[src/rtl/mips_pkg.sv]
`default_nettype none
// ============================================================================
//  Module      : mips_pkg
//  Description : Shared encodings for the multicycle MIPS controller: opcodes,
//                funct codes, ALU op classes, FSM state codes, control word.
//  Revision    : 1.0 - initial release
// ============================================================================
package mips_pkg;

    // Instruction opcodes
    localparam logic [5:0] C_OP_RTYPE = 6'b000000;
    localparam logic [5:0] C_OP_LW    = 6'b100011;
    localparam logic [5:0] C_OP_SW    = 6'b101011;
    localparam logic [5:0] C_OP_BEQ   = 6'b000100;
    localparam logic [5:0] C_OP_ADDI  = 6'b001000;
    localparam logic [5:0] C_OP_J     = 6'b000010;

    // R-type funct codes
    localparam logic [5:0] C_FN_ADD = 6'b100000;
    localparam logic [5:0] C_FN_SUB = 6'b100010;
    localparam logic [5:0] C_FN_AND = 6'b100100;
    localparam logic [5:0] C_FN_OR  = 6'b100101;
    localparam logic [5:0] C_FN_SLT = 6'b101010;

    // ALU operation classes issued by the FSM
    localparam logic [1:0] C_ALUOP_ADD   = 2'b00;
    localparam logic [1:0] C_ALUOP_SUB   = 2'b01;
    localparam logic [1:0] C_ALUOP_FUNCT = 2'b10;
    localparam logic [1:0] C_ALUOP_RSVD  = 2'b11;

    // ALU control codes
    localparam logic [2:0] C_ALU_AND = 3'b000;
    localparam logic [2:0] C_ALU_OR  = 3'b001;
    localparam logic [2:0] C_ALU_ADD = 3'b010;
    localparam logic [2:0] C_ALU_SUB = 3'b110;
    localparam logic [2:0] C_ALU_SLT = 3'b111;

    // FSM state encodings
    localparam int         C_STATE_W    = 4;
    localparam logic [3:0] C_ST_FETCH    = 4'd0;
    localparam logic [3:0] C_ST_DECODE   = 4'd1;
    localparam logic [3:0] C_ST_MEMADR   = 4'd2;
    localparam logic [3:0] C_ST_MEMRD    = 4'd3;
    localparam logic [3:0] C_ST_MEMWB    = 4'd4;
    localparam logic [3:0] C_ST_MEMWR    = 4'd5;
    localparam logic [3:0] C_ST_EXECUTE  = 4'd6;
    localparam logic [3:0] C_ST_ALUWB    = 4'd7;
    localparam logic [3:0] C_ST_BRANCH   = 4'd8;
    localparam logic [3:0] C_ST_ADDIEXEC = 4'd9;
    localparam logic [3:0] C_ST_ADDIWB   = 4'd10;
    localparam logic [3:0] C_ST_JUMP     = 4'd11;

    // Raw per-state control word before reset gating and pcen derivation
    typedef struct packed {
        logic       pcwrite;
        logic       branch;
        logic       iord;
        logic       irwrite;
        logic       memwrite;
        logic       regwrite;
        logic       regdst;
        logic       memtoreg;
        logic       alusrca;
        logic [1:0] alusrcb;
        logic [1:0] pcsrc;
        logic [1:0] aluop;
    } ctrl_t;

    function automatic logic is_store(input logic [5:0] op);
        return (op == C_OP_SW);
    endfunction

endpackage : mips_pkg
`default_nettype wire

[src/rtl/mc_controller_if.sv]
`default_nettype none
// ============================================================================
//  Module      : mc_controller_if
//  Description : Datapath <-> controller bundle. master = datapath side,
//                slave = controller side.
//  Revision    : 1.0 - initial release
// ============================================================================
interface mc_controller_if;
    import mips_pkg::*;

    logic [5:0]           opcode;
    logic [5:0]           funct;
    logic                 zero;
    logic                 mem_ready;

    logic                 pcen;
    logic                 iord;
    logic                 irwrite;
    logic                 memwrite;
    logic                 regwrite;
    logic                 regdst;
    logic                 memtoreg;
    logic                 alusrca;
    logic [1:0]           alusrcb;
    logic [1:0]           pcsrc;
    logic [2:0]           alu_control;
    logic [C_STATE_W-1:0] state_o;

    modport master (
        output opcode, funct, zero, mem_ready,
        input  pcen, iord, irwrite, memwrite, regwrite, regdst, memtoreg,
               alusrca, alusrcb, pcsrc, alu_control, state_o
    );

    modport slave (
        input  opcode, funct, zero, mem_ready,
        output pcen, iord, irwrite, memwrite, regwrite, regdst, memtoreg,
               alusrca, alusrcb, pcsrc, alu_control, state_o
    );

endinterface : mc_controller_if
`default_nettype wire

[src/rtl/alu_decoder.sv]
`default_nettype none
// ============================================================================
//  Module      : alu_decoder
//  Description : Combinational ALU control decode from FSM op class + funct.
//  Revision    : 1.0 - initial release
// ============================================================================
module alu_decoder
    import mips_pkg::*;
(
    input  logic [1:0] i_aluop,
    input  logic [5:0] i_funct,
    output logic [2:0] o_alu_control
);

    always_comb begin
        o_alu_control = C_ALU_ADD;
        case (i_aluop)
            C_ALUOP_ADD: o_alu_control = C_ALU_ADD;
            C_ALUOP_SUB: o_alu_control = C_ALU_SUB;
            C_ALUOP_FUNCT: begin
                case (i_funct)
                    C_FN_ADD: o_alu_control = C_ALU_ADD;
                    C_FN_SUB: o_alu_control = C_ALU_SUB;
                    C_FN_AND: o_alu_control = C_ALU_AND;
                    C_FN_OR:  o_alu_control = C_ALU_OR;
                    C_FN_SLT: o_alu_control = C_ALU_SLT;
                    default:  o_alu_control = C_ALU_ADD;
                endcase
            end
            // Reserved class falls back to add
            default: o_alu_control = C_ALU_ADD;
        endcase
    end

endmodule : alu_decoder
`default_nettype wire

[src/rtl/mc_controller.sv]
`default_nettype none
// ============================================================================
//  Module      : mc_controller
//  Description : Moore FSM sequencing a multicycle MIPS datapath
//                (lw, sw, R-type, beq, addi, j) with memory stall support.
//  Revision    : 1.0 - initial release
// ============================================================================
module mc_controller
    import mips_pkg::*;
(
    input  logic           clk,
    input  logic           reset,
    mc_controller_if.slave bus
);

    logic [C_STATE_W-1:0] r_state;
    logic [C_STATE_W-1:0] w_next_state;
    ctrl_t                w_ctrl;
    logic [2:0]           w_alu_control;

    always_ff @(posedge clk or posedge reset) begin
        if (reset) begin
            r_state <= C_ST_FETCH;
        end else begin
            r_state <= w_next_state;
        end
    end

    always_comb begin : p_next_state
        w_next_state = C_ST_FETCH;
        case (r_state)
            C_ST_FETCH:    w_next_state = bus.mem_ready ? C_ST_DECODE : C_ST_FETCH;
            C_ST_DECODE: begin
                case (bus.opcode)
                    C_OP_LW,
                    C_OP_SW:    w_next_state = C_ST_MEMADR;
                    C_OP_RTYPE: w_next_state = C_ST_EXECUTE;
                    C_OP_BEQ:   w_next_state = C_ST_BRANCH;
                    C_OP_ADDI:  w_next_state = C_ST_ADDIEXEC;
                    C_OP_J:     w_next_state = C_ST_JUMP;
                    default:    w_next_state = C_ST_FETCH;
                endcase
            end
            C_ST_MEMADR:   w_next_state = is_store(bus.opcode) ? C_ST_MEMWR : C_ST_MEMRD;
            C_ST_MEMRD:    w_next_state = bus.mem_ready ? C_ST_MEMWB : C_ST_MEMRD;
            C_ST_MEMWB:    w_next_state = C_ST_FETCH;
            C_ST_MEMWR:    w_next_state = bus.mem_ready ? C_ST_FETCH : C_ST_MEMWR;
            C_ST_EXECUTE:  w_next_state = C_ST_ALUWB;
            C_ST_ALUWB:    w_next_state = C_ST_FETCH;
            C_ST_BRANCH:   w_next_state = C_ST_FETCH;
            C_ST_ADDIEXEC: w_next_state = C_ST_ADDIWB;
            C_ST_ADDIWB:   w_next_state = C_ST_FETCH;
            C_ST_JUMP:     w_next_state = C_ST_FETCH;
            // Unused encodings recover to FETCH
            default:       w_next_state = C_ST_FETCH;
        endcase
    end

    always_comb begin : p_outputs
        w_ctrl       = '0;
        w_ctrl.aluop = C_ALUOP_ADD;
        case (r_state)
            C_ST_FETCH: begin
                w_ctrl.alusrcb = 2'b01;
                w_ctrl.irwrite = bus.mem_ready;
                w_ctrl.pcwrite = bus.mem_ready;
            end
            C_ST_DECODE: begin
                w_ctrl.alusrcb = 2'b11;
            end
            C_ST_MEMADR: begin
                w_ctrl.alusrca = 1'b1;
                w_ctrl.alusrcb = 2'b10;
            end
            C_ST_MEMRD: begin
                w_ctrl.iord = 1'b1;
            end
            C_ST_MEMWB: begin
                w_ctrl.memtoreg = 1'b1;
                w_ctrl.regwrite = 1'b1;
            end
            C_ST_MEMWR: begin
                w_ctrl.iord     = 1'b1;
                w_ctrl.memwrite = 1'b1;
            end
            C_ST_EXECUTE: begin
                w_ctrl.alusrca = 1'b1;
                w_ctrl.aluop   = C_ALUOP_FUNCT;
            end
            C_ST_ALUWB: begin
                w_ctrl.regdst   = 1'b1;
                w_ctrl.regwrite = 1'b1;
            end
            C_ST_BRANCH: begin
                w_ctrl.alusrca = 1'b1;
                w_ctrl.aluop   = C_ALUOP_SUB;
                w_ctrl.pcsrc   = 2'b01;
                w_ctrl.branch  = 1'b1;
            end
            C_ST_ADDIEXEC: begin
                w_ctrl.alusrca = 1'b1;
                w_ctrl.alusrcb = 2'b10;
            end
            C_ST_ADDIWB: begin
                w_ctrl.regwrite = 1'b1;
            end
            C_ST_JUMP: begin
                w_ctrl.pcsrc   = 2'b10;
                w_ctrl.pcwrite = 1'b1;
            end
            default: w_ctrl = '0;
        endcase
    end

    alu_decoder u_alu_decoder (
        .i_aluop       (w_ctrl.aluop),
        .i_funct       (bus.funct),
        .o_alu_control (w_alu_control)
    );

    // Enables are masked by reset directly so nothing is written while held
    assign bus.pcen        = ~reset & (w_ctrl.pcwrite | (w_ctrl.branch & bus.zero));
    assign bus.irwrite     = ~reset & w_ctrl.irwrite;
    assign bus.memwrite    = ~reset & w_ctrl.memwrite;
    assign bus.regwrite    = ~reset & w_ctrl.regwrite;
    assign bus.iord        = w_ctrl.iord;
    assign bus.regdst      = w_ctrl.regdst;
    assign bus.memtoreg    = w_ctrl.memtoreg;
    assign bus.alusrca     = w_ctrl.alusrca;
    assign bus.alusrcb     = w_ctrl.alusrcb;
    assign bus.pcsrc       = w_ctrl.pcsrc;
    assign bus.alu_control = w_alu_control;
    assign bus.state_o     = r_state;

endmodule : mc_controller
`default_nettype wire

[src/flat_wrapper.sv]
// flat-port wrapper written by rule: the top's interface ports become plain ports
module mc_controller_flat import mips_pkg::*;
  (clk, reset, bus_opcode, bus_funct, bus_zero, bus_mem_ready, bus_pcen, bus_iord, bus_irwrite, bus_memwrite, bus_regwrite, bus_regdst, bus_memtoreg, bus_alusrca, bus_alusrcb, bus_pcsrc, bus_alu_control, bus_state_o);
  mc_controller_if bus_i ();
  input  logic clk;
  input  logic reset;
  input wire logic [$bits(bus_i.opcode)-1:0] bus_opcode;
  input wire logic [$bits(bus_i.funct)-1:0] bus_funct;
  input wire logic [$bits(bus_i.zero)-1:0] bus_zero;
  input wire logic [$bits(bus_i.mem_ready)-1:0] bus_mem_ready;
  output wire logic [$bits(bus_i.pcen)-1:0] bus_pcen;
  output wire logic [$bits(bus_i.iord)-1:0] bus_iord;
  output wire logic [$bits(bus_i.irwrite)-1:0] bus_irwrite;
  output wire logic [$bits(bus_i.memwrite)-1:0] bus_memwrite;
  output wire logic [$bits(bus_i.regwrite)-1:0] bus_regwrite;
  output wire logic [$bits(bus_i.regdst)-1:0] bus_regdst;
  output wire logic [$bits(bus_i.memtoreg)-1:0] bus_memtoreg;
  output wire logic [$bits(bus_i.alusrca)-1:0] bus_alusrca;
  output wire logic [$bits(bus_i.alusrcb)-1:0] bus_alusrcb;
  output wire logic [$bits(bus_i.pcsrc)-1:0] bus_pcsrc;
  output wire logic [$bits(bus_i.alu_control)-1:0] bus_alu_control;
  output wire logic [$bits(bus_i.state_o)-1:0] bus_state_o;
  assign bus_i.opcode = bus_opcode;
  assign bus_i.funct = bus_funct;
  assign bus_i.zero = bus_zero;
  assign bus_i.mem_ready = bus_mem_ready;
  assign bus_pcen = bus_i.pcen;
  assign bus_iord = bus_i.iord;
  assign bus_irwrite = bus_i.irwrite;
  assign bus_memwrite = bus_i.memwrite;
  assign bus_regwrite = bus_i.regwrite;
  assign bus_regdst = bus_i.regdst;
  assign bus_memtoreg = bus_i.memtoreg;
  assign bus_alusrca = bus_i.alusrca;
  assign bus_alusrcb = bus_i.alusrcb;
  assign bus_pcsrc = bus_i.pcsrc;
  assign bus_alu_control = bus_i.alu_control;
  assign bus_state_o = bus_i.state_o;
  mc_controller u_core (.clk(clk), .reset(reset), .bus(bus_i));
endmodule
[config.mk]
export PLATFORM = sky130hd
export DESIGN_NAME = mc_controller_flat
export DESIGN_NICKNAME = d
export VERILOG_FILES = /design/src/rtl/mips_pkg.sv /design/src/rtl/mc_controller_if.sv /design/src/rtl/alu_decoder.sv /design/src/rtl/mc_controller.sv /design/src/flat_wrapper.sv
export SDC_FILE = /design/constraint.sdc
export NUM_CORES = 1
export LEC_CHECK = 0
export ABC_CLOCK_PERIOD_IN_PS = 1900
export BUFFER_PORTS_ARGS = -buffer_cell sky130_fd_sc_hd__buf_2
export CORE_MARGIN = 2
export CORE_UTILIZATION = 43
export DETAILED_ROUTE_END_ITERATION = 6
export PLACE_DENSITY = 0.78
export SYNTH_ARGS = -nofsm -noshare
export SYNTH_HDL_FRONTEND = slang
export SYNTH_SLANG_ARGS = --single-unit
[constraint.sdc]
create_clock -name clk -period 1.9 [get_ports clk]
set_input_delay 0.19 -clock clk [delete_from_list [all_inputs] [get_ports clk]]
set_output_delay 0.19 -clock clk [all_outputs]
set_load 0.02 [all_outputs]
; ---- After elaboration in Yosys (flattened, before gate mapping)
; Cells that the tools add are included.
; Widths: inputs -> output; s select.
[word_totals]
ramBits = 0
out_inout_bits = 19
n_memories = 0
latch_bits = 0
regBits = 4
romBits = 0
[classes]
n_bitwise = 7
reduce_logical = 7
n_eq_ne = 22
n_addsub = 0
multipliers = 0
order_cmp = 0
div_mod_pow = 0
n_shift = 0
mux = 20
[ops]
columns = cell, count
row1 = $eq 6x6->1 const B, 6
row2 = $pmux 4 s7, 1
row3 = $pmux 4 s5, 1
row4 = $eq 4x3->1 const B, 4
row5 = $eq 4x4->1 const B, 4
row6 = $pmux 3 s4, 1
row7 = $mux 1, 9
row8 = $mux 3, 3
row9 = $eq 4x2->1 const B, 2
row10 = $pmux 2 s2, 2
row11 = $eq 6x2->1 const B, 1
row12 = $eq 6x3->1 const B, 1
row13 = $eq 6x4->1 const B, 1
row14 = $logic_not 6->1, 1
row15 = $pmux 2 s3, 1
row16 = $pmux 3 s2, 1
row17 = $reduce_or 2->1, 3
row18 = $and 1x1->1, 5
row19 = $eq 4x1->1 const B, 1
row20 = $logic_not 4->1, 1
row21 = $reduce_or 4->1, 1
row22 = $reduce_or 3->1, 1
row23 = $eq 2x1->1 const B, 1
row24 = $eq 2x2->1 const B, 1
row25 = other kinds (3), 3

; ---- Depth between registers and ports, before layout
[depth]
ltp_word = 5
depth_mapped = 7

; ---- Cells and area by module
; Synthesis repeated with hierarchy kept, for this count alone.
[hier_totals]
hier_cells = 89
hier_area_um2 = 678.2
[by_module_without_submodules]
columns = module, cells_per_inst, area_each_um2, instances
row1 = mc_controller, 74, 559.3, 1
row2 = alu_decoder, 15, 118.9, 1

; ---- Least setup slack after synthesis
; Ideal clock, no wire load.
[synth_timing]
path_type = reg-to-output
from = reg u_core.r_state[3] (netlist: u_core.bus.state_o[3])
to = out bus_alu_control[0]
arrival_time_ns = 2.073
slack_ns = -0.363
required_time_ns = 1.710
stages_incl_launch_ff = 6
path_buffers = 0
path_cell_list = dfrtp_1 nand2b_2 or2_2 inv_1 ha_1 nor4b_1
[synth_between]
elab_chain_cells = 4
word_cells_on_any_way = 6
cone_classes = 4 x eq/ne / 2 x mux
[synth_rtl]
columns = item, line_no
row1 = "start, declared", mc_controller.sv:16  ; logic [C_STATE_W-1:0] r_state;
row2 = "start signal, assigned", mc_controller.sv:25  ; r_state <= w_next_state;
row3 = $eq 4x4->1 or $eq 4x3->1 (tied branches), mc_controller.sv:62  ; case (r_state)
row4 = $pmux 2 s2 *, mc_controller.sv:62
row5 = $eq 2x2->1 or $eq 2x1->1 (tied branches), alu_decoder.sv:17  ; case (i_aluop)
row6 = $pmux 3 s2 *, alu_decoder.sv:17
row7 = "end, declared", flat_wrapper.sv:21  ; output wire logic [$bits(bus_i.alu_control)-1:0] bus_alu_control;
; Every way passes the cells marked *; elsewhere a longest branch is shown, timed or not.

; ---- Worst setup path after layout
; Ends and elaborated chain as after synthesis.

==> results.md <==
Status:
- The flow ran to the end, and the final reports show no timing, DRC or antenna violations.

Routing:
- Before antenna repair, the detailed router went through 4 iterations.
- The routed design uses around 890 um of met2 wire.
- In the final routed layout, each cell accounts on average for roughly 14 um.
- The detail route stage leaves a number of antenna-violating nets equal to 0.
- The top metal layer carrying routed signals is met4.
- The wire length reported by the detailed router is around 1900 um.
- The total number of vias is ~800.
- In the routed design, unresolved DRC markers number 0.
- After detailed routing, the wire length on met1 is around 870 um.
- The violation count after the first detailed-routing iteration is 18.
- The detailed route wirelength on metal3 is 93 um.
- The number of vias per cell after detailed routing is 5.60.

Global route:
- The number of antenna violations at the first check in global routing came to 0.
- Summed over all layers, the global routing overflow is 0.
- The total global-route track usage is a little over a fifth.
- Entering global routing, the biggest net connects 16 pins.
- The first global-routing pass estimated 3070 um of wire.
- The number of global-route vias before repair is between 700 and 800.

Run:
- Max-cap violations in this run came to 0.

Floorplan:
- In this run the standard cell core region covers between 1000 and 1500 um^2.
- The die covers 1830 um^2.
- The die width is 42.8 um.
- The number of top-level pins is 35.
- The vertical extent of the die is ~43 um.
- The total number of placement rows is 13.
- The effective utilization at floorplan is between 40% and 50%.

Final layout:
- The register with the most flip-flops in the layout has 4 of them.
- The number of antenna diodes in the final layout is 0.
- Compared with the post-synthesis result, the final layout area differs by 48.2%.
- The fraction of final layout cells sized beyond drive strength 1 is just under 50%.
- After the flow finishes, the layout carries non-filler instances totaling 140.
- The number of fill cells in the layout is 120.
- The post-layout utilization of the core is 71.0%.
- At the end of the flow, the number of nets in the layout was around 150.
- The final design instance area without fill is between 900 and 1000 um^2.

Power and ir drop:
- For this design the static power due to leakage is about 0.46 nW.
- The overall power is about 0.80 mW.
- The maximum ir drop on the vdd rail is a little under 0.6 mV.
- The total power density per cell area is 831 nW/um^2.

Clock tree:
- The number of levels the H-tree was split into is 1.
- The CTS buffer count is 3.
- The maximum count of clock buffers along a single path is 2.
- At the later pin of the worst-skew pair, clock insertion delay measures around 0.24 ns.
- The TritonCTS clock tree is built.
- The TritonCTS sink count is 4.
- Clock-pin slew was measured on the worst setup and hold paths at ~0.03 ns.
- CTS placed an instance of sky130_fd_sc_hd__clkbuf_4 at the clock tree root.

Timing:
- Setup repair after global routing could not meet its margin everywhere.
- The final hold violation count is 0.
- Static timing analysis puts the maximum clock frequency at between 500 and 600 MHz.
- The count of final max-slew check failures is 0.
- The final total negative setup slack is 0 ns.
- The clock period minus final worst setup slack is 1.89 ns.
- Across the routed clock network, the largest skew measured is ~0.00011 ns.
- The final clock period utilization by the worst path is ~100%.
- The total setup violations reported at the end of the flow is 0.
- The slew at the pin closest to its max-slew limit is just under 0.4 ns.
- Headroom to the max-slew limit came out at approximately 74%.

Synth:
- Synthesis instantiated between 40 and 50 different standard cells from the library.
- Counting every net in the synthesized netlist gives slightly above 100.
- For this run, the number of Yosys warnings is 0.
- In the synthesized netlist, the number of instances is 85.
- The fraction of synthesis flops using an asynchronous set or reset pin is between 90% and 100%.
- The most used flip-flop cell after synthesis is sky130_fd_sc_hd__dfrtp_1.
- The synthesis-stage register bit count is 4.
- For this run, the register share of the synthesized area comes to 15.5%.
- Summing every instance area after synthesis gives 647 um^2.
- The number of synthesized flops with an enable pin is 0.
- The average size of a mapped cell is 7.61 um^2.

Placement:
- The half-perimeter wire length after placement is 1440 um.
- The count of placed standard cells including taps is 135.
- The congestion estimate from routability-driven global placement came to 0.807.
- Summing all placed instances gives a cell area of between 800 and 900 um^2.
- The count of input and output buffers is 34.

Worst setup path:
- The stage delay of the slowest cell on the critical path is ~0.38 ns.
- The required time of the critical path is 1.71 ns.
- The arrival time reported for the critical path endpoint is 1.70 ns.
- The critical path start-end classification is reg2out.
- The kind of launch point of the worst setup path is a flip-flop.
- Walking the worst path, the cells encountered are nand2b_4 -> or2_4 -> inv_2 -> ha_4 -> nor4b_4 -> buf_4.
- The maximum net fanout on the critical path is 4.
- Among all stages on the critical path, the largest delay is contributed by sky130_fd_sc_hd__dfrtp_1.
- The worst setup path is captured at an output pin.

Hold path:
- The min-delay analysis places its worst path in the category in2reg.
cell usage after synthesis (all sizes together) (3+ instances only):
cell / instances / area, um^2
buf: 5 / 37.5
nor2: 8 / 30.0
nand4: 3 / 18.8
dfrtp: 4 / 100
o21ai: 3 / 15.0
inv: 6 / 22.5
nor3: 5 / 25.0
nor3b: 3 / 22.5
nor2b: 3 / 18.8
a211oi: 3 / 27.5
or2: 3 / 18.8
nand2b: 5 / 33.8
nand2: 3 / 11.3
worst max-delay path: cells and delay by family, from the launching register on:
kind,cells,cell delay [ns]
adders and majority gates,1,0.20
buffers and inverters,2,0.24
DFF,1,0.38
and+or+nand+nor,3,0.63
path summary, 6_finish.rpt:
check                      slack, ns                    end  depth (start not counted)             startpoint
setup / recovery                0.01     bus_alu_control[0]                          6  u_core.bus.state_o[3]
hold / removal                  0.31  u_core.bus.state_o[3]                          4          bus_opcode[4]
setup reg to reg                0.54  u_core.bus.state_o[1]                          5  u_core.bus.state_o[3]
hold reg to reg                 0.68  u_core.bus.state_o[3]                          2  u_core.bus.state_o[2]
max in group asynchronous       1.25  u_core.bus.state_o[2]                          3                  reset
min in group asynchronous       0.43  u_core.bus.state_o[3]                          3                  reset
cell usage in the layout (no fill, tap or decap), drive strengths merged, types with 3 or more instances in the layout:
master and count:
a211oi 3, buf 41, clkbuf 3, dfrtp 4, inv 6, nand2 3
nand2b 5, nand4 3, nor2 8, nor2b 3, nor3 5, nor3b 3
o21ai 3, or2 3
metrics by stage:
| stage | hold slack (ns) | setup slack, ns |
|---|---|---|
| floorplan | -0.0301 | 0.0555 |
| global placement | 0.126 | 0.148 |
| detailed placement | 0.134 | 0.0846 |
| CTS | 0.306 | -0.00268 |
| global route | 0.346 | -0.0515 |
| finish | 0.309 | 0.0115 |
timing repair:
item                                    CTS  global route
setup buffers                             1             0
pin swaps                                 1             1
endpoints found under the setup margin    3             3
hold buffers                              1             0
endpoints found under the hold margin     4             0
gates cloned                              0             0
gates resized for setup                  11             6
power by group:
group | internal [mW] | total [mW] | switching, mW
registers | 0.109 | 0.145 | 0.0356
logic | 0.228 | 0.547 | 0.319
clock network | 0.0706 | 0.104 | 0.0337
total | 0.408 | 0.796 | 0.389
routing by layer:
| metal | GRT usage, % | vias to the layer above |
|---|---|---|
| li1 | - | 403 |
| met1 | 26.6 | 351 |
| met2 | 38.2 | 25 |
| met3 | 0 | 5 |
| met4 | 11.3 | 0 |
| met5 | 0 | - |
cell families after synthesis:
| group | after synthesis | share of synthesized area [%] |
|---|---|---|
| XOR/XNOR | 3 | 4.06 |
| adder cells (fa/ha/maj) | 2 | 3.87 |
| multiplexers | 1 | 1.74 |
| AND/OR/NAND/NOR | 45 | 43.5 |
| flip-flops | 4 | 15.5 |
| AO/OA/AOI/OAI | 19 | 22.1 |
| buffers and inverters | 11 | 9.28 |
area by class of cell:
| class | instances | area (um^2) | share of cell area [%] |
|---|---|---|---|
| sequential | 4 | 103 | 10.7 |
| timing repair buffer | 42 | 245 | 25.6 |
| tap | 15 | 18.8 | 1.96 |
| clock buffer | 3 | 22.5 | 2.35 |
| multi-input combinational | 70 | 547 | 57.0 |
| inverter | 6 | 22.5 | 2.35 |
(Power assumes the default switching activity.)
